==> src/rtl/ecg_block_packer_if.sv <==
// Handshake bundle between the ECG sample source, the block packer and the
// whitening stage. The slave modport is the packer's view.
interface ecg_block_packer_if #(
  parameter int SAMPLE_W = 16,
  parameter int BLOCK_W  = 128
);
  localparam int CNTW = $clog2(BLOCK_W / SAMPLE_W) + 1;

  logic                s_valid_i;
  logic                s_ready_o;
  logic [SAMPLE_W-1:0] s_data_i;
  logic                flush_i;
  logic                m_valid_o;
  logic                m_ready_i;
  logic [BLOCK_W-1:0]  m_data_o;
  logic [CNTW-1:0]     m_count_o;
  logic                m_last_o;

  modport slave (
    input  s_valid_i, s_data_i, flush_i, m_ready_i,
    output s_ready_o, m_valid_o, m_data_o, m_count_o, m_last_o
  );

  modport master (
    output s_valid_i, s_data_i, flush_i, m_ready_i,
    input  s_ready_o, m_valid_o, m_data_o, m_count_o, m_last_o
  );
endinterface

==> src/rtl/ecg_block_packer.sv <==
// Packs streamed ECG samples LSB-first into BLOCK_W blocks; one block in
// assembly plus one in the output register, with flush-driven padding.
module ecg_block_packer #(
  parameter int                  SAMPLE_W  = 16,
  parameter int                  BLOCK_W   = 128,
  parameter logic [SAMPLE_W-1:0] PAD_VALUE = '0
) (
  input logic               clk_i,
  input logic               rst_i,
  ecg_block_packer_if.slave bus
);
  localparam int N    = BLOCK_W / SAMPLE_W;
  localparam int CW   = $clog2(N);
  localparam int CNTW = CW + 1;

  typedef enum logic {EMPTY, HOLD} state_t;

  state_t              state_q, state_d;
  logic [CW-1:0]       cnt_q, cnt_d;
  logic [BLOCK_W-1:0]  asm_q, asm_d;
  logic                pend_q, pend_d;
  logic [BLOCK_W-1:0]  data_q, data_d;
  logic [CNTW-1:0]     count_q, count_d;
  logic                last_q, last_d;

  logic                s_ready, s_fire, flush_req, close, can_load;
  logic [CNTW-1:0]     fill;
  logic [BLOCK_W-1:0]  asm_with, padded;

  // Ready depends combinationally on m_ready_i so a full block can pass
  // straight through while the held one drains.
  assign s_ready   = !pend_q && ((cnt_q != CW'(N-1)) || state_q == EMPTY || bus.m_ready_i);
  assign s_fire    = bus.s_valid_i && s_ready;
  assign fill      = {1'b0, cnt_q} + CNTW'(s_fire);
  assign flush_req = bus.flush_i && !pend_q && ((cnt_q != '0) || s_fire);
  assign close     = (s_fire && cnt_q == CW'(N-1)) || flush_req || pend_q;
  assign can_load  = (state_q == EMPTY) || bus.m_ready_i;

  always_comb begin
    asm_with = asm_q;
    padded   = '0;
    for (int k = 0; k < N; k++) begin
      if (s_fire && cnt_q == CW'(k)) asm_with[k*SAMPLE_W +: SAMPLE_W] = bus.s_data_i;
      padded[k*SAMPLE_W +: SAMPLE_W] = (CNTW'(k) < fill) ? asm_with[k*SAMPLE_W +: SAMPLE_W]
                                                         : PAD_VALUE;
    end
  end

  always_comb begin
    state_d = state_q;
    cnt_d   = fill[CW-1:0];
    asm_d   = asm_with;
    pend_d  = pend_q;
    data_d  = data_q;
    count_d = count_q;
    last_d  = last_q;
    if (state_q == HOLD && bus.m_ready_i) state_d = EMPTY;
    if (close && can_load) begin
      state_d = HOLD;
      data_d  = padded;
      count_d = fill;
      last_d  = flush_req || pend_q;
      cnt_d   = '0;
      asm_d   = '0;
      pend_d  = 1'b0;
    end else if (close) begin
      // Output busy: park the partial block until the register frees.
      pend_d  = 1'b1;
    end
  end

  always_ff @(posedge clk_i) begin
    if (rst_i) begin
      state_q <= EMPTY;
      cnt_q   <= '0;
      asm_q   <= '0;
      pend_q  <= 1'b0;
      data_q  <= '0;
      count_q <= '0;
      last_q  <= 1'b0;
    end else begin
      state_q <= state_d;
      cnt_q   <= cnt_d;
      asm_q   <= asm_d;
      pend_q  <= pend_d;
      data_q  <= data_d;
      count_q <= count_d;
      last_q  <= last_d;
    end
  end

  assign bus.s_ready_o = s_ready;
  assign bus.m_valid_o = (state_q == HOLD);
  assign bus.m_data_o  = data_q;
  assign bus.m_count_o = count_q;
  assign bus.m_last_o  = last_q;
endmodule

==> src/flat_wrapper.sv <==
// flat-port wrapper written by rule: the top's interface ports become plain ports
module ecg_block_packer_flat 
#(
  parameter int                  SAMPLE_W  = 16,
  parameter int                  BLOCK_W   = 128,
  parameter logic [SAMPLE_W-1:0] PAD_VALUE = '0
)
  (clk_i, rst_i, bus_s_valid_i, bus_s_data_i, bus_flush_i, bus_m_ready_i, bus_s_ready_o, bus_m_valid_o, bus_m_data_o, bus_m_count_o, bus_m_last_o);
  ecg_block_packer_if #(.SAMPLE_W(SAMPLE_W), .BLOCK_W(BLOCK_W)) bus_i ();
  input logic clk_i;
  input logic rst_i;
  input wire logic [$bits(bus_i.s_valid_i)-1:0] bus_s_valid_i;
  input wire logic [$bits(bus_i.s_data_i)-1:0] bus_s_data_i;
  input wire logic [$bits(bus_i.flush_i)-1:0] bus_flush_i;
  input wire logic [$bits(bus_i.m_ready_i)-1:0] bus_m_ready_i;
  output wire logic [$bits(bus_i.s_ready_o)-1:0] bus_s_ready_o;
  output wire logic [$bits(bus_i.m_valid_o)-1:0] bus_m_valid_o;
  output wire logic [$bits(bus_i.m_data_o)-1:0] bus_m_data_o;
  output wire logic [$bits(bus_i.m_count_o)-1:0] bus_m_count_o;
  output wire logic [$bits(bus_i.m_last_o)-1:0] bus_m_last_o;
  assign bus_i.s_valid_i = bus_s_valid_i;
  assign bus_i.s_data_i = bus_s_data_i;
  assign bus_i.flush_i = bus_flush_i;
  assign bus_i.m_ready_i = bus_m_ready_i;
  assign bus_s_ready_o = bus_i.s_ready_o;
  assign bus_m_valid_o = bus_i.m_valid_o;
  assign bus_m_data_o = bus_i.m_data_o;
  assign bus_m_count_o = bus_i.m_count_o;
  assign bus_m_last_o = bus_i.m_last_o;
  ecg_block_packer #(.SAMPLE_W(SAMPLE_W), .BLOCK_W(BLOCK_W), .PAD_VALUE(PAD_VALUE)) u_core (.clk_i(clk_i), .rst_i(rst_i), .bus(bus_i));
endmodule
==> config.mk <==
export PLATFORM = sky130hd
export DESIGN_NAME = ecg_block_packer_flat
export DESIGN_NICKNAME = d
export VERILOG_FILES = /design/src/rtl/ecg_block_packer_if.sv /design/src/rtl/ecg_block_packer.sv /design/src/flat_wrapper.sv
export SDC_FILE = /design/constraint.sdc
export NUM_CORES = 1
export LEC_CHECK = 0
export BUFFER_PORTS_ARGS = -buffer_cell sky130_fd_sc_hd__buf_2
export CORE_ASPECT_RATIO = 1.75
export CORE_MARGIN = 8
export CORE_UTILIZATION = 62
export CTS_BUF_LIST = sky130_fd_sc_hd__clkbuf_8
export DETAILED_ROUTE_END_ITERATION = 10
export PLACE_DENSITY = 0.95
export SKIP_CTS_REPAIR_TIMING = 1
export SLEW_MARGIN = 20
export SYNTH_ARGS = -nofsm -noshare
export SYNTH_HDL_FRONTEND = slang
export SYNTH_SLANG_ARGS = --single-unit
==> constraint.sdc <==
create_clock -name clk_i -period 4.6 [get_ports clk_i]
set_input_delay 0.69 -clock clk_i [delete_from_list [all_inputs] [get_ports clk_i]]
set_output_delay 0.69 -clock clk_i [all_outputs]
set_load 0.03 [all_outputs]
==> flow_metrics.tcl, run 1 <==
set metrics [dict create \
    vias 6483 \
    clkSlewWorstSetupHoldPaths_ns 0.07 \
    finalClockSkew_ns 0.008683 \
    clock.fmax_ghz 0.3047 \
    die-area_mm2 0.01872 \
    ioPinCount 156 \
    p_total_mw 4.403 \
    cts_made_buffers 35 \
    critical_path.cell_chain "nand2_1 -> nor2_1 -> a21oi_1 -> and2_1 -> ha_1 -> ha_1 -> and2_1 -> a21oi_1 -> o211ai_2 -> o2bb2ai_1" \
    setup_tns_ns 0 \
    cp_top_family "compound AO/OA/AOI/OAI gates" \
    netSwitchingPower_mw 1.012 \
    coreArea_mm2 0.01430 \
    nets 936 \
    ys_seq_area_share_pct 59.40 \
    p_int_mw 3.391 \
    ir_drop_mv 0.2927 \
    max_slew_margin_pct 27.84 \
    critPathKind "flop to flop" \
    ys_types 37 \
    maxSlewViolCount 0 \
    initial_core_util_pct 62.71 \
    cp.required_ns 5.01 \
    antenna_found_initial 1 \
    placed_cells 1056 \
    cp_slowest_cell "dfxtp_1" \
    grt_pass1_wl_um 36910 \
    leakage_nw 4.508 \
    dieWidth_um 106.9 \
    synth-main-ff-cell "dfxtp_1" \
    cts_root_buf "clkbuf_8" \
    routabilityCongestion 0.8764 \
    power_frac_seq_pct 53.2 \
    syn_nets 803 \
    pwr-share-clk_pct 41.0 \
    synthCells 780 \
    end_kind "flop" \
    drt_iter0_drc 266 \
    viasPerCell 5.809 \
    slowest_delay_ns 0.57 \
    h-tree-depth 2 \
    cts_sinks 266 \
    wl_um 23620 \
    cts_buffer_depth 3 \
    period_share_pct 71.34 \
    max_cap_viol_count 0 \
    row_count 58 \
    grt_pass1_vias 6733 \
    firstDrtPassIters 4 \
    ant_nets 0 \
    portBuffers 155 \
    synth_edf_count 0 \
    min_period_ns 3.282 \
    finalHoldViolCount 0 \
    synth_area_mm2 0.008965 \
    status "finished clean" \
    holdWs_ns 0.4571 \
    p_comb_share_pct 5.8 \
    wl_per_cell_um 21.17 \
    powerDensity_mw_per_mm2 419.1 \
    finalSetupViolCount 0 \
    final_util_pct 73.50 \
    die_y_um 175.1 \
    grt_usage_pct 24.92 \
    critPathBufInv 0 \
    drive_above_1_share_pct 24.49 \
    avgSynthCellArea_um2 11.49 \
    area_delta_synth_final_pct 17.21 \
    grt_setup_unrepaired "no" \
    drc 0 \
    yosysWarnings 0 \
    p_sw_share_pct 22.99 \
    crit_arrival_ns 3.69 \
    grt.overflow.total 0 \
    synth_seq_cells 266 \
    fin_cells 1116 \
    worst_pin_slew_ns 1.078 \
    async_flop_share_pct 0 \
    cts_tree "built" \
    clock_latency_ns 0.50 \
    crit_path_start_kind "flop" \
    hp-class "flop to flop" \
    critPathMaxFanout 16 \
    grt_max_degree 68 \
    dp_hpwl_um 14980 \
]
==> flip-flops by register name, indices dropped and copies added, names as in the netlist <==
name and count:
u_core.bus.m_data_o 128, u_core.pend_q 1, u_core.bus.m_last_o 1, u_core.bus.m_count_o 4
u_core.cnt_q 3, u_core.asm_q 128, u_core.bus.m_valid_o 1
==> final timing paths <==
kind                                         startpoint                       to  slack, ns  depth (start not counted)
worst max-delay path                    u_core.cnt_q[1]  u_core.bus.m_data_o[37]       1.32                         10
worst min-delay path            u_core.bus.m_data_o[90]  u_core.bus.m_data_o[90]       0.46                          1
worst max register to register          u_core.cnt_q[1]  u_core.bus.m_data_o[37]       1.32                         10
worst min register to register  u_core.bus.m_data_o[90]  u_core.bus.m_data_o[90]       0.46                          1
==> per-layer routing <==
metal  global-route usage, %  vias to the layer above  wire, µm
li1                        -                     3040         -
met1                   28.30                     3141      9172
met2                   43.02                      225     12210
met3                   4.500                       77      1210
met4                   13.04                        0      1033
met5                       0                        -         0
==> power by group through the flow <==
stage | clock network, mW | logic [mW] | registers, mW
6_report | 1.80 | 0.256 | 2.34
4_1_cts | 1.83 | 0.255 | 2.34
2_1_floorplan | 0 | 0.159 | 2.41
3_5_place_dp | 0 | 0.254 | 2.39
3_3_place_gp | 0 | 0.251 | 2.39
5_1_grt | 1.93 | 0.270 | 2.34
==> placed cells by master (no fill, tap or decap), drive strengths merged, types with 2 or more instances in the layout <==
| cell | instances |
|---|---|
| and2 | 5 |
| ha | 2 |
| a21bo | 2 |
| a21oi | 6 |
| dfxtp | 266 |
| o2111ai | 2 |
| nor2 | 135 |
| nand2b | 2 |
| bufinv | 3 |
| nand2 | 4 |
| o211ai | 2 |
| nor3b | 3 |
| nor2b | 2 |
| inv | 13 |
| clkbuf | 42 |
| o311ai | 2 |
| buf | 167 |
| clkinv | 3 |
| nand3b | 3 |
| mux2i | 128 |
| nand3 | 4 |
| o2bb2ai | 128 |
==> cells in the mapped netlist, drive strengths merged (3+ instances only) <==
cell / n / area (µm²)
o2bb2ai: 128 / 1121
nor2: 135 / 506.7
nand2: 4 / 15.01
a21oi: 6 / 33.78
and2: 5 / 31.28
nor3b: 3 / 22.52
buf: 48 / 236.5
nand3b: 3 / 22.52
nand3: 4 / 30.03
dfxtp: 266 / 5325
mux2i: 128 / 1281
clkbuf: 23 / 86.33
==> cells by family after synthesis <==
| kind of cell | Yosys count | share of synthesized area, % |
|---|---|---|
| buffers and inverters | 73 | 3.685 |
| adder cells (fa/ha/maj) | 2 | 0.2791 |
| AO/OA/AOI/OAI | 148 | 14.64 |
| XOR/XNOR | 1 | 0.09771 |
| multiplexers | 128 | 14.29 |
| AND/OR/NAND/NOR | 162 | 7.606 |
| flip-flops | 266 | 59.40 |
==> through the flow <==
stage | setup WS, ns | cell area [µm²]
6_report | 1.318 | 10510
5_1_grt | 1.060 | 10510
4_1_cts | 1.290 | 10510
3_5_place_dp | 0.9894 | 9781
3_3_place_gp | 1.147 | 9781
2_1_floorplan | 1.028 | 8965
==> final cells by class <==
type / instances / area (µm²)
Antenna cell: 1 / 2.502
Clock buffer: 42 / 578.1
Clock inverter: 17 / 146.4
Fill cell: 953 / 3789
Inverter: 2 / 7.507
Multi-Input combinational cell: 441 / 3344
Sequential cell: 266 / 5325
Tap cell: 180 / 225.2
Timing Repair Buffer: 167 / 878.3
Note: power is estimated with default switching activity, not from simulation.
==> run 2: changes to the inputs <==
--- a/config.mk
+++ b/config.mk
@@ -8,10 +8,10 @@
 export BUFFER_PORTS_ARGS = -buffer_cell sky130_fd_sc_hd__buf_2
 export CORE_ASPECT_RATIO = 1.75
 export CORE_MARGIN = 8
-export CORE_UTILIZATION = 62
+export CORE_UTILIZATION = 52
 export CTS_BUF_LIST = sky130_fd_sc_hd__clkbuf_8
 export DETAILED_ROUTE_END_ITERATION = 10
-export PLACE_DENSITY = 0.95
+export PLACE_DENSITY = 0.88
 export SKIP_CTS_REPAIR_TIMING = 1
 export SLEW_MARGIN = 20
 export SYNTH_ARGS = -nofsm -noshare
==> constraint.sdc (replaced) <==
create_clock -name clk_i -period 2.9 [get_ports clk_i]
set_input_delay 0.435 -clock clk_i [delete_from_list [all_inputs] [get_ports clk_i]]
set_output_delay 0.435 -clock clk_i [all_outputs]
set_load 0.03 [all_outputs]
==> flow_metrics.tcl, run 2 (synthesized netlist as in run 1, its figures left out) <==
set metrics [dict create \
    drc 0 \
    grt_usage_pct 21.48 \
    hp-class "primary input to flop" \
    leakage_nw 4.600 \
    p_total_mw 7.209 \
    finalClockSkew_ns 0.01031 \
    ioPinCount 156 \
    worst_pin_slew_ns 0.7459 \
    cts_made_buffers 37 \
    nets 948 \
    die-area_mm2 0.02186 \
    status "finished clean" \
    end_kind "flop" \
    crit_path_start_kind "flop" \
    vias 6461 \
    reg2reg_from "u_core.cnt_q[1]" \
    max_slew_margin_pct 50.09 \
    viasPerCell 5.485 \
    max_cap_viol_count 0 \
    finalSetupViolCount 0 \
    finalHoldViolCount 0 \
    reg2reg_depth 11 \
    cp.required_ns 3.32 \
    min_period_ns 2.584 \
    area_delta_synth_final_pct 20.36 \
    initial_core_util_pct 52.90 \
    reg2reg_slack_ns 0.32 \
    die_y_um 189.7 \
    ir_drop_mv 0.5954 \
    crit_path_start "u_core.cnt_q[1]" \
    dieWidth_um 115.3 \
    row_count 63 \
    routabilityCongestion 0.8297 \
    critPathKind "flop to flop" \
    layout_commonest_cell "dfxtp_1" \
    final_cell_area_mm2 0.01079 \
    portBuffers 155 \
    antenna_found_initial 0 \
    cts_tree "built" \
    grt_pass1_vias 6711 \
    period_share_pct 89.12 \
    dp_hpwl_um 15180 \
    cts_root_buf "clkbuf_8" \
    cts_sinks 266 \
    cts_buffer_depth 3 \
    wl_per_cell_um 20.20 \
    drive_above_1_share_pct 26.50 \
    grt_setup_unrepaired "no" \
    clkSlewWorstSetupHoldPaths_ns 0.07 \
    firstDrtPassIters 5 \
    drt_iter0_drc 380 \
    setup_tns_ns 0 \
    clock.fmax_ghz 0.3869 \
    powerDensity_mw_per_mm2 668.1 \
    grt_pass1_wl_um 36550 \
    coreArea_mm2 0.01695 \
    maxSlewViolCount 0 \
    hold_depth 2 \
    critPathMaxFanout 16 \
    h-tree-depth 2 \
    crit_end "u_core.bus.m_data_o[90]" \
    ant_nets 0 \
    clock_latency_ns 0.50 \
    n_antenna_cell 0 \
    mostFrequentLayoutCells "dfxtp_1, buf_2, nor2_1" \
    grt_max_degree 74 \
    reg2reg_to "u_core.bus.m_data_o[90]" \
    dpl-instance-area_mm2 0.009967 \
    wl_um 23790 \
    crit_arrival_ns 3.00 \
    grt.overflow.total 0 \
]
[run 2: cell types whose count changed in the layout (fill, tap and decap cells not counted), sizes merged]
cell      delta
buf         +10
bufinv       -1
clkbuf       +8
clkinv       +3
clkinvlp     +1
diode        -1
inv          -5
[run 2: critical path, stage by stage (launching register included)]
cell and delay, ns:
dfxtp_1 0.33, nand2_1 0.17, nor2_1 0.24, a21oi_4 0.08, and2_1 0.18, ha_1 0.23, ha_1 0.24, and2_1 0.19
a21oi_4 0.27, o2111ai_1 0.16, buf_4 0.25, o2bb2ai_1 0.16
[run 2: worst min path at each step]
stage                                  start                       end  slack, ns
finish                                 rst_i   u_core.bus.m_count_o[0]       0.24
global route                           rst_i   u_core.bus.m_count_o[1]       0.24
CTS                                    rst_i   u_core.bus.m_count_o[0]       0.22
detailed placement   u_core.bus.m_data_o[92]   u_core.bus.m_data_o[92]       0.44
global placement    u_core.bus.m_data_o[110]  u_core.bus.m_data_o[110]       0.44
floorplan                  u_core.asm_q[100]         u_core.asm_q[100]       0.46
[run 2: cell type report]
type                    count  area (µm²)
fillers                  1338        6157
flip-flops and latches    266        5325
multi-input cells         441        3374
repair buffers            177       991.0
clock buffers              50       688.2
well taps                 227       284.0
clock inverters            15       120.1
inverters                   2       7.507
[run 2: per-stage QoR]
stage | hold WS, ns | setup WS [ns] | instances | utilization (%)
6_report | 0.2393 | 0.3156 | 1178 | 63.67
5_1_grt | 0.2429 | 0.08179 | 1178 | 63.67
4_1_cts | 0.2156 | 0.1602 | 1178 | 63.58
3_5_place_dp | 0.4426 | 0.009563 | 1113 | 58.81
3_3_place_gp | 0.4407 | 0.1053 | 1113 | 58.81
2_1_floorplan | 0.4558 | 0.01428 | 780 | -
[run 2: report_power, final]
group	internal (mW)	total, mW	switching [mW]
combinational	0.124	0.434	0.310
clock	1.72	3.06	1.35
sequential	3.69	3.71	0.0166
total	5.54	7.21	1.67
[run 2: per-layer routing]
layer,vias up,GRT usage (%),share of wire [%]
met5,-,0,0
met4,0,12.20,5.1
met3,71,3.810,6.0
met2,228,37.38,51
met1,3123,23.96,38
li1,3039,-,-
